`config.mk`:
```
export PLATFORM = sky130hd
export DESIGN_NAME = flasher_datapath
export DESIGN_NICKNAME = d
export VERILOG_FILES = /design/src/rtl/flasher_pkg.sv /design/src/rtl/flick_synchronizer.sv /design/src/rtl/flasher_datapath.sv
export SDC_FILE = /design/constraint.sdc
export NUM_CORES = 1
export LEC_CHECK = 0
export ABC_AREA = 1
export CAP_MARGIN = 10
export CORE_MARGIN = 10
export CORE_UTILIZATION = 41
export DETAILED_ROUTE_END_ITERATION = 8
export PLACE_DENSITY = 0.79
export SYNTH_ARGS = -nofsm -noshare
export SYNTH_HDL_FRONTEND = slang
export SYNTH_HIERARCHICAL = 1
export SYNTH_SLANG_ARGS = --single-unit
```
`constraint.sdc`:
```
create_clock -name clk -period 2.3 [get_ports clk]
set_clock_uncertainty 0.1 [all_clocks]
set_input_delay 0.345 -clock clk [delete_from_list [all_inputs] [get_ports clk]]
set_output_delay 0.345 -clock clk [all_outputs]
set_load 0.05 [all_outputs]
```
`src/rtl/flasher_pkg.sv`:
```
// Encodings shared between the flasher datapath and the next-state generator.
package flasher_pkg;

    typedef enum logic [2:0] {
        INIT_STATE       = 3'd0,
        ONLED0_15_STATE  = 3'd1,
        OFFLED15_5_STATE = 3'd2,
        ONLED5_10_STATE  = 3'd3,
        OFFLED10_0_STATE = 3'd4,
        ONLED0_5_STATE   = 3'd5,
        OFFLED5_0_STATE  = 3'd6
    } main_state_t;

    typedef enum logic [1:0] {
        COUNT_DIS     = 2'b00,
        COUNT_UP_EN   = 2'b01,
        COUNT_DOWN_EN = 2'b10
    } count_state_t;

    localparam logic [4:0] KICK_CNT_HI = 5'd5;
    localparam logic [4:0] KICK_CNT_LO = 5'd0;
    localparam logic [4:0] CNT_MAX     = 5'd31;

    // Code 3'd7 has no state of its own; it folds onto INIT_STATE.
    function automatic main_state_t decode_state(input logic [2:0] code);
        return (code == 3'd7) ? INIT_STATE : main_state_t'(code);
    endfunction

endpackage

```
`src/rtl/flick_synchronizer.sv`:
```
// Multi-stage reset-clearable synchroniser for the raw flick switch.
module flick_synchronizer #(
    parameter int unsigned SYNC_STAGES = 2
) (
    input  logic clk,
    input  logic rst,
    input  logic d,
    output logic q
);

    logic [SYNC_STAGES-1:0] sync_q;

    always_ff @(posedge clk or posedge rst) begin
        if (rst) begin
            sync_q <= '0;
        end else begin
            sync_q <= {sync_q[SYNC_STAGES-2:0], d};
        end
    end

    assign q = sync_q[SYNC_STAGES-1];

endmodule

```
`src/rtl/flasher_datapath.sv`:
```
// Flasher register/counter half: main state, saturating lamp counter,
// flick synchroniser, kickback detect and thermometer lamp decode.
module flasher_datapath
    import flasher_pkg::*;
#(
    parameter int unsigned LED_W       = 16,
    parameter int unsigned SYNC_STAGES = 2
) (
    input  logic             clk,
    input  logic             rst,
    input  logic             flick,
    input  logic [2:0]       main_state_n,
    input  logic [4:0]       counter_load,
    input  logic             counter_load_en,
    input  logic [1:0]       count_state,
    output logic [2:0]       main_state,
    output logic [4:0]       counter,
    output logic             flick_sync,
    output logic             kickback_match,
    output logic [LED_W-1:0] led
);

    main_state_t state_q, state_d;
    logic [4:0]  cnt_q, cnt_d;

    flick_synchronizer #(
        .SYNC_STAGES(SYNC_STAGES)
    ) u_flick_sync (
        .clk(clk),
        .rst(rst),
        .d  (flick),
        .q  (flick_sync)
    );

    always_comb begin
        state_d = decode_state(main_state_n);
    end

    always_comb begin
        cnt_d = cnt_q;
        if (counter_load_en) begin
            cnt_d = counter_load;
        end else begin
            case (count_state)
                COUNT_UP_EN: begin
                    if (cnt_q != CNT_MAX) cnt_d = cnt_q + 5'd1;
                end
                COUNT_DOWN_EN: begin
                    if (cnt_q != '0) cnt_d = cnt_q - 5'd1;
                end
                default: cnt_d = cnt_q;
            endcase
        end
    end

    always_ff @(posedge clk or posedge rst) begin
        if (rst) begin
            state_q <= INIT_STATE;
            cnt_q   <= '0;
        end else begin
            state_q <= state_d;
            cnt_q   <= cnt_d;
        end
    end

    assign main_state = state_q;
    assign counter    = cnt_q;

    // Registered-only terms keep the generator loop free of combinational cycles.
    assign kickback_match = flick_sync &
        (((state_q == OFFLED15_5_STATE) && (cnt_q == KICK_CNT_HI)) ||
         ((state_q == OFFLED10_0_STATE) && (cnt_q == KICK_CNT_LO)));

    always_comb begin
        led = '0;
        for (int unsigned i = 0; i < LED_W; i++) begin
            led[i] = (32'(cnt_q) > i);
        end
    end

endmodule
```
==> metrics.txt <==
outcome finished, final reports clean; top_reg_cell synth dfrtp_1; Compound-Gate Fraction of Synth Area 14.0%; syn nets 146; Critical Path RT 1.86 ns; clk slew on worst S/H paths 0.06 ns; pwr dens 790 nW/um^2; die width 66.9 um; synth unique cells 29; Avg Inst Size Synth 7.17 um^2; first-pass GRT wire length 4.82 mm; Die H 66.9 um; R2R Setup Slk 0.38 ns; Worst-Skew Late Latency 0.26 ns; Post-Synth XOR/XNOR Area 2.77%; Placer Congestion 0.937; largest family of logic cells by synthesized area simple AND/OR/NAND/NOR gates; Non-Filler Instances 196; sequential-to-total area share from yosys stat 27.7%; FF-to-FF Start counter[1]; type of the worst setup path reg2out; sequential power share 19.1%; Slew HR 64.9%; clock sinks 10; static leakage 0.738 nW; EDFF count, synth 0; ANT cells 0; Peak supply drop 0.511 mV; synthesis-to-finish area growth 68.6%; Mapped Area 903 um^2; I/O Buffers 39; number of global-route vias before repair 1039; Final Hold Viols 0; H-tree depth 1; r2r worst-path depth 11; largest net degree at the start of global routing 11; initial core utilization 44.7%; antenna violations before repair 0; startpoint types flop; multiplexer area fraction after synthesis 0%; Boundary Pins 40; worst-path fanout max 10; GR Overflow Total 0; dpl hpwl 2.50 mm; Post-CTS Setup Bufs 0; Max Root-Sink Buffers 2; clock power share 10.0%; drt pass-1 iters 4; final worst slack 0.120 ns; Synth Instances 126; routed len/inst 15.0 um; Final ANT Viol Nets 0; TritonCTS Buffers 3; die area 4480 um^2; post-layout power 1.20 mW; Crit. End Element output port; fin area 1520 um^2; vias per cell 5.23; most common cell after layout, fill and taps aside nand2_1; period utilization 94.8%; R2R Path End counter[4]; Root Buffer clkbuf_4; max-slew violations 0; switching pwr 0.594 mW; post-synthesis async set-or-reset flop share 100%; Area after DPL 1490 um^2; cts hold-fix bufs 0; final WL 2.93 mm; Highest Clock Rate 459 MHz; core area 2020 um^2; most frequent cells in the layout nand2_1 (32), clkdlybuf4s50_1 (21), buf_12 (16); #FFs+latches synth 10; Sw Share 49.4%; worst slew pin tran 0.525 ns; layout cells sized above 1 28.4%; Crit. Startpoint counter[0]; arrival time at the worst endpoint 1.73 ns; final setup vio count 0; DR DRC count 0; Nets 190; via count 1025; gr usage total 13.6%; Logic pwr share 70.9%; Synth Area in Adders 8.31%; DR iter-0 viols 68; maxcap violations 0; Placed Instances 192; RSZ-0062 raised after global routing no; pre-CTS WS 0.277 ns; worst min-delay path class in2async; PostCTS Resize Cnt 1; post-synthesis simple-gate area fraction 36.0%; # fillers 159; cell row count 16; min cycle time layout 2.18 ns; internal cell power 0.609 mW; Synth Warn # 6; CTS tree done
-- worst max-delay path, stage by stage (launching register included) --
cell and delay [ns]:
dfrtp_2 0.48, inv_2 0.14, ha_2 0.27, nand3_4 0.13
nor2_1 0.11, o211a_1 0.18, buf_12 0.14
-- per-layer routing --
layer	global-route usage (%)	vias up	wire length (um)	share of wire, %
met3	4.85	4	258	8.8
met4	1.79	0	52	1.8
met2	25.4	54	1580	54
met1	14.6	473	1040	35
li1	-	494	-	-
met5	0	-	0	0
-- cells by family after synthesis --
group,Yosys count
DFF,10
adders and majority gates,6
buffers and inverters,22
xor gates and xnor gates,2
AOI/OAI and AO/OA,22
and+or+nand+nor,64
-- Yosys cell counts, types with 2 or more instances --
library cell / number / share of area, %
nand2_1: 32 / 13
inv_1: 12 / 5.0
nor2_1: 11 / 4.6
o21ai_1: 11 / 6.1
dfrtp_1: 10 / 28
nand3_1: 8 / 4.4
ha_1: 6 / 8.3
inv_2: 5 / 2.1
a21oi_1: 4 / 2.2
a21boi_0: 3 / 2.5
nand4_1: 3 / 2.1
buf_6: 2 / 2.5
nand2_4: 2 / 2.5
o21ai_0: 2 / 1.1
-- power by group through the flow --
stage / combinational (mW) / clock (mW) / sequential [mW]
2_1_floorplan: 0.420 / 0 / 0.290
3_3_place_gp: 0.839 / 0 / 0.229
3_5_place_dp: 0.852 / 0 / 0.230
4_1_cts: 0.855 / 0.125 / 0.228
5_1_grt: 0.899 / 0.132 / 0.234
6_report: 0.854 / 0.121 / 0.229
-- layout make-up --
class / instances / area (um^2) / share of cell area, %
multi-input combinational: 94 / 568 / 37.3
timing repair buffer: 42 / 568 / 37.3
sequential: 10 / 253 / 16.6
inverter: 19 / 73.8 / 4.85
tap: 27 / 33.8 / 2.22
clock buffer: 4 / 26.3 / 1.73
-- metrics by stage --
step / setup TNS (ns) / utilization, % / hold slack (ns)
6_report: 0 / 75.3 / 0.176
5_1_grt: 0 / 75.3 / 0.199
4_1_cts: 0 / 75.1 / 0.164
3_5_place_dp: 0 / 73.7 / 0.241
3_3_place_gp: 0 / 73.7 / 0.236
2_1_floorplan: -0.0885 / - / -0.0138
-- worst max path at each step --
stage | end | slack (ns) | cells after the start
3_3_place_gp | kickback_match | 0.31 | 6
3_5_place_dp | kickback_match | 0.28 | 6
4_1_cts | kickback_match | 0.05 | 6
5_1_grt | kickback_match | 0.008 | 6
6_report | kickback_match | 0.12 | 6
2_1_floorplan | led[5] | -0.05 | 4
-- sequential cells by signal, summed over array words and instances (netlist names) --
signal / cells
counter: 5
u_flick_sync/sync_q: 2
main_state: 3
No activity file was read; power rests on OpenSTA's default activity.
==> RTL change, RTL diff (same flow settings) <==
Reset style: synchronous (`rst`), changed in 2 clocked blocks.
--- a/src/rtl/flick_synchronizer.sv
+++ b/src/rtl/flick_synchronizer.sv
@@ -10,7 +10,7 @@
 
     logic [SYNC_STAGES-1:0] sync_q;
 
-    always_ff @(posedge clk or posedge rst) begin
+    always_ff @(posedge clk) begin
         if (rst) begin
             sync_q <= '0;
         end else begin
--- a/src/rtl/flasher_datapath.sv
+++ b/src/rtl/flasher_datapath.sv
@@ -53,7 +53,7 @@
         end
     end
 
-    always_ff @(posedge clk or posedge rst) begin
+    always_ff @(posedge clk) begin
         if (rst) begin
             state_q <= INIT_STATE;
             cnt_q   <= '0;
Behaviour: differs if rst is asserted again (counterexample within 4 cycles, from zero or initial values and one cycle with rst high); with rst held inactive, the same outputs for 10 cycles.
==> RTL change against the unedited design <==
Wire length decreased by 6.2%; sequential cell count did not move; total power is 24% lower; critical endpoint unchanged; critical path type unchanged; critical path depth is the same; design area shrank 4.8%; synthesized cell count rose by 6.3%; worst setup slack barely moved; die area down 4.1%; largest power group unchanged; synthesized area decreased by 5.8%.
==> RTL change: results (changes against the unedited design) <==
Synthesis
The proportion of synthesized flip-flops having asynchronous set or reset is 0% (-100 points). The sequential cell area fraction in the yosys report is 23.5% (-4.2 points). The synthesized netlist net count is 154 (+5.5%).

The count of distinct cell types in the synthesized netlist came to 28 (-3.4%). By count the netlist is led by sky130_fd_sc_hd__nand2_1 (30), sky130_fd_sc_hd__inv_1 (21), sky130_fd_sc_hd__nor2_1 (20). Ranked by total cell area, the synthesized netlist is headed by sky130_fd_sc_hd__dfxtp_1 (24%), sky130_fd_sc_hd__nand2_1 (13%), sky130_fd_sc_hd__inv_1 (9.3%).

GRT
The overall fraction of global-route tracks in use was 12.9% (-0.75 points). The largest net degree at the start of global routing is 16 (+5). The global-route wire length before repair is 4600 microns (-4.6%).

Clocking
The clock-pin slew reported for the worst setup and hold paths after clock tree synthesis is 70 ps. The number of buffers inserted to repair setup after CTS is 0 (unchanged). In this run the clock root is driven by a sky130_fd_sc_hd__clkbuf_4. The H-tree level count is 1 (unchanged).

Power and ir drop
The maximum ir drop on the vdd rail is 0.527 mV (+3.1%). The static leakage power is 0.669 nW (-9.3%).

Critical path
The flop-to-flop setup slack is 400 ps (+20 ps). The worst reg-to-reg path cell count is 10 (-1). The startpoint identified for the worst register-to-register timing path is counter[1]$_SDFFE_PP0P_. The capture instance of the worst register-to-register path is counter[2]$_SDFFE_PP0P_. The arrival time of the worst setup path came to 1730 ps (about the same). In this run the worst setup path terminates at kickback_match.

The launch point of the critical path is counter[0]$_SDFFE_PP0P_.

Placement
The sum of net half-perimeters after detailed placement was 2360 microns (-5.7%). The routability congestion estimate from global placement is 0.864 (-7.8%). The placed cell area is 0.00141 sq mm (-5.5%). The total of buffers placed on input and output ports came to 39 (unchanged). The placement-stage worst setup slack is 290 ps (+12.1 ps).

Routing
The average routed wire per standard cell is 13.6 microns (-9.0%). The initial detailed-routing violation count is 23 (-66%).

Worst hold path
The worst hold path belongs to the class flip-flop to flip-flop. The hold path depth is 2.

Finish
The number of nets at the end of the flow came to 196 (+3.2%). The fraction of layout instances using a drive strength above 1 is 26.3% (-2.1 points).

Timing
The final critical path time including I/O delays and setup is 2180 ps (+0.351 ps). The transition time at the pin with the least slew margin came to 519 ps (-5.66 ps).

Outcome
The run finished with clean final reports.
RTL change: per-stage QoR:
stage                     cells  setup TNS [ps]  hold WS, ps
after detailed placement    198               0          299
final                       202               0          308
after global placement      198               0          295
after floorplan             134            -205          288
after global routing        202               0          330
after CTS                   202               0          311
RTL change: routing by layer:
layer | wire, microns | up-vias | track usage [%]
met5 | 0 | - | 0
met4 | 47 | 0 | 5.08
li1 | - | 512 | -
met2 | 1400 | 38 | 23.3
met3 | 194 | 4 | 3.73
met1 | 1110 | 471 | 13.6
RTL change: power by group:
group          switching (mW)  internal, mW  total, mW
registers              0.0305         0.188      0.219
clock network          0.0661        0.0963      0.162
logic                   0.329         0.205      0.535
total                   0.426         0.490      0.915
RTL change: final cells by class:
cell class / instances / area, sq um
fill: 156 / 512
sequential: 10 / 205
multi-input combinational: 97 / 593
timing repair buffer: 40 / 492
tap: 27 / 33.8
clock buffer: 4 / 36.3
inverter: 24 / 90.1
RTL change: cell families after synthesis:
kind of cell | synth area share [%]
xor gates and xnor gates | 1.03
DFF | 23.5
buffers and inverters | 13.4
AOI/OAI and AO/OA | 20.6
adders and majority gates | 8.82
and+or+nand+nor | 32.6
RTL change: critical path: stages, from the launching register on:
cell,delay [ps]
sky130_fd_sc_hd__dfxtp_2,380
sky130_fd_sc_hd__inv_2,140
sky130_fd_sc_hd__ha_2,250
sky130_fd_sc_hd__nand3_4,130
sky130_fd_sc_hd__o21ai_0,170
sky130_fd_sc_hd__o2111a_2,240
sky130_fd_sc_hd__buf_12,140
RTL change: worst min path at each step:
stage / startpoint / to / slack, ps
after CTS: u_flick_sync/sync_q[0]$_SDFF_PP0_ / u_flick_sync/sync_q[1]$_SDFF_PP0_ / 310
after detailed placement: u_flick_sync/sync_q[0]$_SDFF_PP0_ / u_flick_sync/sync_q[1]$_SDFF_PP0_ / 300
after global routing: u_flick_sync/sync_q[0]$_SDFF_PP0_ / u_flick_sync/sync_q[1]$_SDFF_PP0_ / 330
after global placement: u_flick_sync/sync_q[0]$_SDFF_PP0_ / u_flick_sync/sync_q[1]$_SDFF_PP0_ / 290
after floorplan: u_flick_sync/sync_q[0]$_SDFF_PP0_ / u_flick_sync/sync_q[1]$_SDFF_PP0_ / 290
final: u_flick_sync/sync_q[0]$_SDFF_PP0_ / u_flick_sync/sync_q[1]$_SDFF_PP0_ / 310
RTL change: repair_timing:
action                     4_1_cts  5_1_grt
gates resized for setup          2        5
setup endpoints to repair        2        7
hold buffers                     0        0
gates cloned                     0        0
